<file path="config.mk">
export PLATFORM = sky130hd
export DESIGN_NAME = decode_stage_flat
export DESIGN_NICKNAME = d
export VERILOG_FILES = /design/src/rtl/decode_stage_pkg.sv /design/src/rtl/pipeline_if.sv /design/src/rtl/decode_stage_instr_decoder.sv /design/src/rtl/decode_stage.sv /design/src/flat_wrapper.sv
export SDC_FILE = /design/constraint.sdc
export NUM_CORES = 1
export LEC_CHECK = 0
export ABC_AREA = 1
export CORE_MARGIN = 2
export CORE_UTILIZATION = 47
export DETAILED_ROUTE_END_ITERATION = 8
export PLACE_DENSITY = 0.89
export RECOVER_POWER = 100
export SYNTH_ARGS = -nofsm -noshare
export SYNTH_HDL_FRONTEND = slang
export SYNTH_SLANG_ARGS = --single-unit
</file>
<file path="constraint.sdc">
create_clock -name clk -period 3.16 [get_ports clk]
set_input_delay 0.79 -clock clk [delete_from_list [all_inputs] [get_ports clk]]
set_output_delay 0.79 -clock clk [all_outputs]
set_load 0.05 [all_outputs]
</file>
<file path="src/rtl/decode_stage_pkg.sv">
// Uop package: micro-op types, RV32I opcode/funct constants and exception causes
// shared by the decode stage and its downstream consumers.
package Uop;

   typedef logic [31:0] val_t;
   typedef logic [4:0]  regIdx_t;

   localparam logic [6:0] OPC_OP    = 7'b0110011;
   localparam logic [6:0] OPC_OPIMM = 7'b0010011;
   localparam logic [6:0] OPC_LUI   = 7'b0110111;

   localparam logic [2:0] F3_ADD  = 3'b000;
   localparam logic [2:0] F3_SLL  = 3'b001;
   localparam logic [2:0] F3_SLT  = 3'b010;
   localparam logic [2:0] F3_SLTU = 3'b011;
   localparam logic [2:0] F3_XOR  = 3'b100;
   localparam logic [2:0] F3_SR   = 3'b101;
   localparam logic [2:0] F3_OR   = 3'b110;
   localparam logic [2:0] F3_AND  = 3'b111;

   localparam logic [6:0] F7_BASE = 7'b0000000;
   localparam logic [6:0] F7_ALT  = 7'b0100000;

   typedef enum logic [1:0] {
      FU_NONE   = 2'd0,
      FU_INTALU = 2'd1
   } fu_e;

   typedef enum logic [3:0] {
      ALU_ADD  = 4'd0,
      ALU_SUB  = 4'd1,
      ALU_SLL  = 4'd2,
      ALU_SLT  = 4'd3,
      ALU_SLTU = 4'd4,
      ALU_XOR  = 4'd5,
      ALU_SRL  = 4'd6,
      ALU_SRA  = 4'd7,
      ALU_OR   = 4'd8,
      ALU_AND  = 4'd9
   } intaluOp_e;

   typedef enum logic [3:0] {
      EXC_NONE          = 4'd0,
      EXC_ILLEGAL_INSTR = 4'd2
   } excCause_e;

   typedef struct packed {
      val_t      pc;
      excCause_e cause;
      val_t      tval;
   } ex_t;

   typedef struct packed {
      fu_e       fu;
      intaluOp_e op;
      regIdx_t   rd;
      regIdx_t   rs1;
      regIdx_t   rs2;
      val_t      rs1val;
      val_t      rs2val;
      val_t      imm;
      logic      immValid;
      ex_t       ex;
   } decode_t;

   function automatic val_t sextImmI(input logic [31:0] instr);
      logic signed [11:0] immS;
      logic signed [31:0] wideS;
      immS  = signed'(instr[31:20]);
      wideS = 32'(immS);
      return val_t'(wideS);
   endfunction

endpackage

</file>
<file path="src/rtl/pipeline_if.sv">
// Valid/stall link between adjacent pipeline stages; the consumer drives stall.
interface pipeline_if;

   logic valid;
   logic stall;

   modport Upstream   (input valid, output stall);
   modport Downstream (output valid, input stall);

endinterface

</file>
<file path="src/rtl/decode_stage_instr_decoder.sv">
// Combinational RV32I decoder for the integer-ALU subset (OP, OP-IMM, LUI).
// Register values and exception info are left zero; the stage fills them in.
module instr_decoder
   import Uop::*;
(
   input  logic [31:0] instr,
   output decode_t     dec,
   output logic        legal
);

   logic [6:0] opc;
   logic [2:0] f3;
   logic [6:0] f7;

   assign opc = instr[6:0];
   assign f3  = instr[14:12];
   assign f7  = instr[31:25];

   function automatic intaluOp_e baseOp(input logic [2:0] fn3);
      intaluOp_e r;
      case (fn3)
         F3_ADD:  r = ALU_ADD;
         F3_SLL:  r = ALU_SLL;
         F3_SLT:  r = ALU_SLT;
         F3_SLTU: r = ALU_SLTU;
         F3_XOR:  r = ALU_XOR;
         F3_SR:   r = ALU_SRL;
         F3_OR:   r = ALU_OR;
         default: r = ALU_AND;
      endcase
      return r;
   endfunction

   always_comb begin
      dec   = '0;
      legal = 1'b0;
      case (opc)
         OPC_OP: begin
            // Only ADD/SRL have an alternate (funct7[5]) form: SUB/SRA.
            legal = (f7 == F7_BASE) || ((f7 == F7_ALT) && ((f3 == F3_ADD) || (f3 == F3_SR)));
            if (legal) begin
               dec.fu  = FU_INTALU;
               dec.rd  = instr[11:7];
               dec.rs1 = instr[19:15];
               dec.rs2 = instr[24:20];
               if (f7 == F7_ALT)
                  dec.op = (f3 == F3_ADD) ? ALU_SUB : ALU_SRA;
               else
                  dec.op = baseOp(f3);
            end
         end
         OPC_OPIMM: begin
            case (f3)
               F3_SLL:  legal = (f7 == F7_BASE);
               F3_SR:   legal = (f7 == F7_BASE) || (f7 == F7_ALT);
               default: legal = 1'b1;
            endcase
            if (legal) begin
               dec.fu       = FU_INTALU;
               dec.rd       = instr[11:7];
               dec.rs1      = instr[19:15];
               dec.imm      = sextImmI(instr);
               dec.immValid = 1'b1;
               dec.op       = ((f3 == F3_SR) && (f7 == F7_ALT)) ? ALU_SRA : baseOp(f3);
            end
         end
         OPC_LUI: begin
            legal        = 1'b1;
            dec.fu       = FU_INTALU;
            dec.op       = ALU_ADD;
            dec.rd       = instr[11:7];
            dec.imm      = {instr[31:12], 12'b0};
            dec.immValid = 1'b1;
         end
         default: legal = 1'b0;
      endcase
   end

endmodule

</file>
<file path="src/rtl/decode_stage.sv">
// Decode stage: one-entry stall buffer, register-file read and registered uop output.
// Optional macro DECODE_ILLEGAL_TRAP_EN turns illegal encodings into trapping uops.
module decode_stage
   import Uop::*;
#(
   parameter int XLEN  = 32,
   parameter int NREGS = 32
) (
   input  logic                     clk,
   input  logic                     rst,
   pipeline_if.Upstream             u,
   pipeline_if.Downstream           d,
   input  logic [31:0]              instrIn,
   input  logic [XLEN-1:0]          pcIn,
   output logic [$clog2(NREGS)-1:0] rfRs1Addr,
   output logic [$clog2(NREGS)-1:0] rfRs2Addr,
   input  logic [XLEN-1:0]          rfRs1Data,
   input  logic [XLEN-1:0]          rfRs2Data,
   output decode_t                  uopOut
);

   logic            bufVld;
   logic [31:0]     bufInstr;
   logic [XLEN-1:0] bufPc;
   logic            dValidQ;

   logic            curVld;
   logic [31:0]     curInstr;
   logic [XLEN-1:0] curPc;

   decode_t         dec;
   logic            legal;
   decode_t         curUop;
   logic            emitOk;

   assign curVld   = bufVld ? bufVld   : u.valid;
   assign curInstr = bufVld ? bufInstr : instrIn;
   assign curPc    = bufVld ? bufPc    : pcIn;

   assign u.stall = bufVld;
   assign d.valid = dValidQ;

   instr_decoder decoder (
      .instr (curInstr),
      .dec   (dec),
      .legal (legal)
   );

   assign rfRs1Addr = dec.rs1;
   assign rfRs2Addr = dec.rs2;

   // Operands are read every cycle, so a replayed buffered instruction sees fresh values.
   always_comb begin
      curUop        = dec;
      curUop.rs1val = (dec.rs1 == '0) ? '0 : rfRs1Data;
      curUop.rs2val = (dec.rs2 == '0) ? '0 : rfRs2Data;
      curUop.ex.pc  = curPc;
`ifdef DECODE_ILLEGAL_TRAP_EN
      curUop.ex.cause = legal ? EXC_NONE : EXC_ILLEGAL_INSTR;
      curUop.ex.tval  = legal ? '0 : curInstr;
      emitOk          = curVld;
`else
      curUop.ex.cause = EXC_NONE;
      curUop.ex.tval  = '0;
      emitOk          = curVld & legal;
`endif
   end

   always_ff @(posedge clk or negedge rst) begin
      if (!rst) begin
         bufVld   <= 1'b0;
         bufInstr <= '0;
         bufPc    <= '0;
         dValidQ  <= 1'b0;
         uopOut   <= '0;
      end else if (d.stall) begin
         bufVld   <= curVld;
         bufInstr <= curInstr;
         bufPc    <= curPc;
      end else begin
         bufVld   <= 1'b0;
         dValidQ  <= emitOk;
         uopOut   <= curUop;
      end
   end

endmodule

</file>
<file path="src/flat_wrapper.sv">
// flat-port wrapper written by rule: the top's interface ports become plain ports
module decode_stage_flat import Uop::*;
#(
   parameter int XLEN  = 32,
   parameter int NREGS = 32
)
  (clk, rst, instrIn, pcIn, rfRs1Addr, rfRs2Addr, rfRs1Data, rfRs2Data, uopOut, u_valid, u_stall, d_valid, d_stall);
  pipeline_if u_i ();
  pipeline_if d_i ();
  input  logic clk;
  input  logic rst;
  input  logic [31:0] instrIn;
  input  logic [XLEN-1:0] pcIn;
  output logic [$clog2(NREGS)-1:0] rfRs1Addr;
  output logic [$clog2(NREGS)-1:0] rfRs2Addr;
  input  logic [XLEN-1:0] rfRs1Data;
  input  logic [XLEN-1:0] rfRs2Data;
  output decode_t uopOut;
  input wire logic [$bits(u_i.valid)-1:0] u_valid;
  output wire logic [$bits(u_i.stall)-1:0] u_stall;
  output wire logic [$bits(d_i.valid)-1:0] d_valid;
  input wire logic [$bits(d_i.stall)-1:0] d_stall;
  assign u_i.valid = u_valid;
  assign u_stall = u_i.stall;
  assign d_valid = d_i.valid;
  assign d_i.stall = d_stall;
  decode_stage #(.XLEN(XLEN), .NREGS(NREGS)) u_core (.clk(clk), .rst(rst), .u(u_i), .d(d_i), .instrIn(instrIn), .pcIn(pcIn), .rfRs1Addr(rfRs1Addr), .rfRs2Addr(rfRs2Addr), .rfRs1Data(rfRs1Data), .rfRs2Data(rfRs2Data), .uopOut(uopOut));
endmodule
</file>
==> results.sh, run 1 <==
export IMPL_final_nets=1643
export IMPL_async_flop_share=1.00
export IMPL_dr_pass1_iters=9
export IMPL_hpwl_mm=20.2
export IMPL_violations="capacitance limit, slew limit, setup timing"
export IMPL_tightestPinTransition_ps=1790
export IMPL_synth_area_per_cell_sq_um=8.41
export IMPL_clock_sinks=215
export IMPL_stdcell_area_sq_um=14700
export IMPL_grt_max_degree=136
export IMPL_relSlewSlack=-0.194
export IMPL_clkTransAtPathRegs_ps=60
export IMPL_cp_num_buf_inv=5
export IMPL_cts_root_buffer="clkbuf_16"
export IMPL_p_leak_nw=7.26
export IMPL_cp_end_kind="output pin"
export IMPL_cp_max_fo=11
export IMPL_hold_viol=0
export IMPL_finClkSkew_ps=17.1
export IMPL_slowest_delay_ps=550
export IMPL_ys_types=39
export IMPL_cp_arrival_ps=2570
export IMPL_cp_start_kind="flip-flop"
export IMPL_areaGrowthSynthToFinish_pct=46.8
export IMPL_synthCells=1193
export IMPL_synth_top_area_frac=0.536
export IMPL_setup_violations=10
export IMPL_port_buffers=292
export IMPL_cp_top_family="simple AND/OR/NAND/NOR gates"
export IMPL_min_period_ps=3360
export IMPL_fp_coreArea_sq_um=21000
export IMPL_required_ps=2370
export IMPL_yosysMostFrequentCell="nand2_1"
export IMPL_avgViaCountPerCell=5.11
export IMPL_die_w_um=150
export IMPL_ios=330
export IMPL_grt_pass1_vias=9135
export IMPL_maxSlewViolCount=116
export IMPL_grt_pass1_wl_mm=47.6
export IMPL_h_tree_depth=1
export IMPL_wl_per_cell_um=17.5
export IMPL_initial_utilization=0.479
export IMPL_syn_area_sq_um=10000
export IMPL_cts_tree="built"
export IMPL_critPathCapture="rfRs1Addr[1]"
export IMPL_r2r_end="u_core.uopOut[155]"
export IMPL_route_met2_wl_mm=15.6
export IMPL_netlist_top_cells_count="406 x nand2_1, 215 x dfrtp_1, 123 x o21ai_0"
export IMPL_fillerInstances=1464
export IMPL_fin_util=0.703
export IMPL_p_total_mw=7.31
export IMPL_powerDensity_nw_per_um2=496
export IMPL_reg2reg_depth=12
export IMPL_gp_routability_congestion=0.866
export IMPL_fin_crit_sh=1.06
export IMPL_pre_cts_ws_ps=-333
export IMPL_synth_edf_count=0
export IMPL_yosysSeqAreaShare=0.536
export IMPL_min_path_type="reg2reg"
export IMPL_cts_buffer_depth=3
export IMPL_drtIter0Drc=604
export IMPL_path_class="reg2out"
export IMPL_post_route_cells_drive_above_1_share=0.157
export IMPL_placementRows=53
export IMPL_synth_top_area_cell="dfrtp_1"
export IMPL_peakVddDrop_uv=477
export IMPL_drv_cap=2
export IMPL_rsz0062_at_grt="yes"
export IMPL_yosys_top_cells_area="dfrtp_1 54%, nand2_1 15%, o21ai_0 6.1%"
export IMPL_hold_slack_ps=478
export IMPL_fin_ws_ps=-197
export IMPL_crit_chain="buf_6 > inv_8 > nand2_1 > nand2_2 > nand2_1 > nor2_2 > nand3_2 > nand2_2 > nand2_4 > nand2_4 > inv_8 > nor3_4 > buf_6 > buf_12"
export IMPL_clkLatencyLatePin_ps=520
export IMPL_max_freq_ghz=0.298
export IMPL_die_h_um=150
export IMPL_globalRouteTotalUtil=0.267
export IMPL_status="finished with violations"
export IMPL_antenna_left=0
export IMPL_ys_ff_latch=215
export IMPL_ys_warnings_count=0
export IMPL_r2r_start="u_core.u.stall"
export IMPL_vias=9227
export IMPL_dieArea_sq_um=22500
export IMPL_hold_depth=2
export IMPL_placed_cell_area_sq_um=13300
export IMPL_cts_made_buffers=24
export IMPL_diodes=0
export IMPL_dr_wl_met3_mm=2.93
export IMPL_drc=0
export IMPL_overflow=0
export IMPL_wl_met1_mm=11.8
export IMPL_slowest_stage="dfrtp_4"
export IMPL_antenna_found_initial=1
export IMPL_ys_flop_type="dfrtp_1"
export IMPL_top_layer="met5"
export IMPL_r2r_slack_ps=520
export IMPL_startpoint="u_core.u.stall"
export IMPL_wl_mm=31.6
export IMPL_path_depth=14
report_power, final:
| part | leakage [nW] | switching (mW) | internal (mW) |
|---|---|---|---|
| clock network | 0.406 | 1.16 | 1.74 |
| registers | 2.82 | 0.111 | 2.92 |
| logic | 4.04 | 0.870 | 0.506 |
cell type report:
cell class | count | area, sq um | share of cell area
clock inverter | 16 | 170 | 0.0116
inverter | 105 | 437 | 0.0296
tap | 275 | 344 | 0.0234
timing repair buffer | 364 | 3730 | 0.253
sequential | 215 | 5380 | 0.366
clock buffer | 28 | 657 | 0.0446
multi-input combinational | 799 | 3980 | 0.270
timing repair inverter | 2 | 27.5 | 0.00187
sequential cells by signal (all words and copies together) (netlist names):
name,flops
u_core.bufInstr,32
u_core.uopOut,149
u_core.u.stall,1
u_core.bufPc,32
u_core.d.valid,1
placed cells by master, fill, tap and decap left out, drive strengths merged, types with 2 or more instances in the layout:
cell	count
nor3	2
o211ai	11
or2	9
bufinv	3
a31oi	10
nand3	13
nor3b	2
clkdlybuf4s50	279
o21ai	128
conb	37
buf	78
inv	104
clkbuf	33
mux2i	39
clkinvlp	4
a21oi	4
dfrtp	215
nand2	438
o311ai	3
nor2	98
nand4	3
clkinv	12
tightest hold or removal path: cells and delay by family (launching register included):
kind,cells,cell delay [ps]
flip-flops,1,340
AND/OR/NAND/NOR,2,100
how the worst min path moves through the flow:
stage	slack (ps)	to	startpoint
2_1_floorplan	450	u_core.bufInstr[17]	u_core.bufInstr[17]
3_3_place_gp	460	u_core.uopOut[162]	u_core.uopOut[162]
3_5_place_dp	460	u_core.uopOut[144]	u_core.uopOut[144]
4_1_cts	220	u_core.uopOut[168]	rst
5_1_grt	500	u_core.uopOut[116]	u_core.uopOut[116]
6_report	480	u_core.uopOut[140]	u_core.uopOut[140]
routing by layer:
layer  global-route usage  vias up
met4               0.0953        2
met1                0.321     4379
li1                     -     4261
met5                    0        -
met2                0.462      474
met3               0.0739      111
per-stage QoR:
stage	setup TNS, ps	std cells
finish	-1440	1804
global route	-4450	1804
CTS	-1120	1797
detailed placement	-2390	1730
global placement	-1670	1730
floorplan	0	1229
kinds of logic after synthesis:
group / Yosys count / synth area share
AND/OR/NAND/NOR: 565 / 0.231
AO/OA/AOI/OAI: 158 / 0.0868
multiplexers: 39 / 0.0389
other: 1 / 0.000374
buffers and inverters: 215 / 0.107
flip-flops: 215 / 0.536
timing repair:
action	in CTS	in global routing
setup endpoints to repair	11	10
gates resized for setup	67	41
hold buffers	0	0
pin swaps	22	9
gates cloned	5	0
setup buffers	18	8
Power figures use the tool's default switching activity.
==> run 2, diff against run 1 <==
--- a/config.mk
+++ b/config.mk
@@ -6,10 +6,12 @@
 export NUM_CORES = 1
 export LEC_CHECK = 0
 export ABC_AREA = 1
+export CELL_PAD_IN_SITES_DETAIL_PLACEMENT = 1
+export CELL_PAD_IN_SITES_GLOBAL_PLACEMENT = 1
 export CORE_MARGIN = 2
-export CORE_UTILIZATION = 47
+export CORE_UTILIZATION = 34
 export DETAILED_ROUTE_END_ITERATION = 8
-export PLACE_DENSITY = 0.89
+export PLACE_DENSITY = 0.88
 export RECOVER_POWER = 100
 export SYNTH_ARGS = -nofsm -noshare
 export SYNTH_HDL_FRONTEND = slang
==> results.sh, run 2 (synthesis gave the netlist of run 1 again) <==
export IMPL_relSlewSlack=-0.142
export IMPL_r2r_end="u_core.uopOut[154]"
export IMPL_slowest_delay_ps=600
export IMPL_peakVddDrop_uv=441
export IMPL_cpMostUsedCell="nand2_2"
export IMPL_drv_cap=1
export IMPL_finClkSkew_ps=9.41
export IMPL_hp_start="u_core.uopOut[142]"
export IMPL_post_route_cells_drive_above_1_share=0.152
export IMPL_p_leak_nw=7.72
export IMPL_holdBufCountCts=0
export IMPL_wl_per_cell_um=18.2
export IMPL_fin_crit_sh=1.05
export IMPL_h_tree_depth=1
export IMPL_avgViaCountPerCell=4.79
export IMPL_globalRouteTotalUtil=0.222
export IMPL_hold_depth=2
export IMPL_crit_chain="inv_12 > nand2_1 > nand2_2 > nand2_2 > nor2_4 > nand3_2 > nand2_2 > nand2_4 > nand2_4 > inv_4 > nor3_4 > buf_6 > buf_12"
export IMPL_cts_made_buffers=26
export IMPL_die_h_um=176
export IMPL_dieArea_sq_um=30900
export IMPL_reg2reg_depth=14
export IMPL_wl_mm=35.1
export IMPL_largest_register="u_core.uopOut"
export IMPL_p_int_mw=5.14
export IMPL_antenna_left=0
export IMPL_rsz0062_at_grt="yes"
export IMPL_fin_ws_ps=-172
export IMPL_min_to="u_core.uopOut[142]"
export IMPL_setup_violations=39
export IMPL_hold_slack_ps=469
export IMPL_required_ps=2370
export IMPL_cp_num_buf_inv=4
export IMPL_layout_common_cells="380 x nand2_1, 214 x dfrtp_1, 150 x dlygate4sd3_1"
export IMPL_overflow=0
export IMPL_r2r_slack_ps=-100
export IMPL_cp_start_kind="flip-flop"
export IMPL_final_nets=1655
export IMPL_cp_end_kind="output pin"
export IMPL_fillerInstances=3340
export IMPL_clock_sinks=215
export IMPL_cts_buffer_depth=3
export IMPL_die_w_um=176
export IMPL_grt_max_degree=118
export IMPL_largest_reg_flops=149
export IMPL_maxSlewViolCount=67
export IMPL_stdcell_area_sq_um=14800
export IMPL_cp_max_fo=10
export IMPL_slowest_stage="dfrtp_4"
export IMPL_wl_met1_mm=14.0
export IMPL_top_layer="met4"
export IMPL_combPwrFrac=0.185
export IMPL_power_frac_seq=0.416
export IMPL_cts_tree="built"
export IMPL_port_buffers=292
export IMPL_grt_pass1_wl_mm=54.2
export IMPL_tightestPinTransition_ps=1710
export IMPL_cts_root_buffer="clkbuf_16"
export IMPL_placed_cell_area_sq_um=13500
export IMPL_max_freq_ghz=0.300
export IMPL_min_path_type="reg2reg"
export IMPL_initial_utilization=0.348
export IMPL_route_met2_wl_mm=17.5
export IMPL_dr_wl_met3_mm=2.20
export IMPL_clkTransAtPathRegs_ps=60
export IMPL_dr_pass1_iters=4
export IMPL_cp_arrival_ps=2540
export IMPL_sw_frac_of_total=0.295
export IMPL_r2r_start="u_core.u.stall"
export IMPL_cp_top_family="simple AND/OR/NAND/NOR gates"
export IMPL_pwr_share_clk=0.399
export IMPL_min_period_ps=3330
export IMPL_status="finished with violations"
export IMPL_largestRegisters="u_core.uopOut (149), u_core.bufInstr (32), u_core.bufPc (32)"
export IMPL_fp_coreArea_sq_um=28900
export IMPL_violations="capacitance limit, slew limit, setup timing"
export IMPL_areaGrowthSynthToFinish_pct=47.6
export IMPL_hold_viol=0
export IMPL_switchingPower_mw=2.15
export IMPL_hpwl_mm=23.8
export IMPL_path_class="reg2out"
export IMPL_antenna_found_initial=2
export IMPL_clkLatencyLatePin_ps=520
export IMPL_grt_pass1_vias=9907
export IMPL_final_common_cell="nand2_1"
export IMPL_drc=0
export IMPL_powerDensity_nw_per_um2=492
export IMPL_vias=9229
export IMPL_setup_tns_ps=-3290
export IMPL_drtIter0Drc=379
export IMPL_gp_routability_congestion=0.837
export IMPL_placementRows=62
export IMPL_ios=330
[run 2: cell types whose count changed in the layout (fill, tap and decap cells not counted), sizes merged, moves of 4 or more]
cell	delta
clkdlybuf4s50	-150
dlygate4sd3	+150
clkbuf	+20
clkinv	-6
buf	+4
clkinvlp	-4
[run 2: stage by stage]
stage / cells / utilization / power, mW / setup slack (ps)
after detailed placement: 1848 / 0.468 / 4.35 / -421
after floorplan: 1229 / - / 3.81 / 276
final: 1928 / 0.513 / 7.28 / -172
after global placement: 1848 / 0.468 / 4.30 / -334
after global routing: 1926 / 0.513 / 7.59 / -306
after CTS: 1921 / 0.512 / 7.38 / -228
[run 2: tightest hold or removal path, delay by kind of cell, from the launching register on]
kind / cells / cell delay, ps
AND/OR/NAND/NOR: 2 / 100
flip-flops: 1 / 330
[run 2: how the worst max path moves through the flow]
stage,startpoint,to,slack [ps],cells after the start
after floorplan,u_core.u.stall,rfRs1Addr[0],280,12
after global placement,instrIn[0],rfRs1Addr[0],-330,13
after detailed placement,instrIn[0],rfRs1Addr[0],-420,13
after CTS,u_core.u.stall,rfRs1Addr[0],-230,13
after global routing,u_core.u.stall,rfRs1Addr[0],-310,13
final,u_core.u.stall,rfRs1Addr[0],-170,13
[run 2: power by group through the flow]
stage	combinational [mW]	sequential [mW]	clock (mW)
2_1_floorplan	0.530	3.28	0
3_3_place_gp	1.24	3.06	0
3_5_place_dp	1.28	3.07	0
4_1_cts	1.36	3.04	2.98
5_1_grt	1.45	3.05	3.09
6_report	1.35	3.03	2.91
[run 2: final cells by class]
type | instances | area (sq um) | area share
repair inverters | 1 | 8.76 | 0.000591
clock buffers | 40 | 764 | 0.0516
flip-flops and latches | 215 | 5380 | 0.363
inverters | 105 | 422 | 0.0285
multi-input cells | 799 | 3930 | 0.265
diodes | 2 | 5.00 | 0.000338
well taps | 384 | 480 | 0.0324
repair buffers | 375 | 3760 | 0.254
clock inverters | 7 | 60.1 | 0.00405
[run 2: metal layers]
layer  GRT usage  vias to the layer above
met3      0.0513                       74
met1       0.268                     4556
met4      0.0799                        0
li1            -                     4291
met2       0.386                      308
met5           0                        -
[run 2: timing repair]
action,CTS,global route
setup buffers,22,5
cloned,4,0
pin swaps,16,13
gates resized for setup,62,30
hold endpoints to repair,0,0
endpoints found under the setup margin,11,11
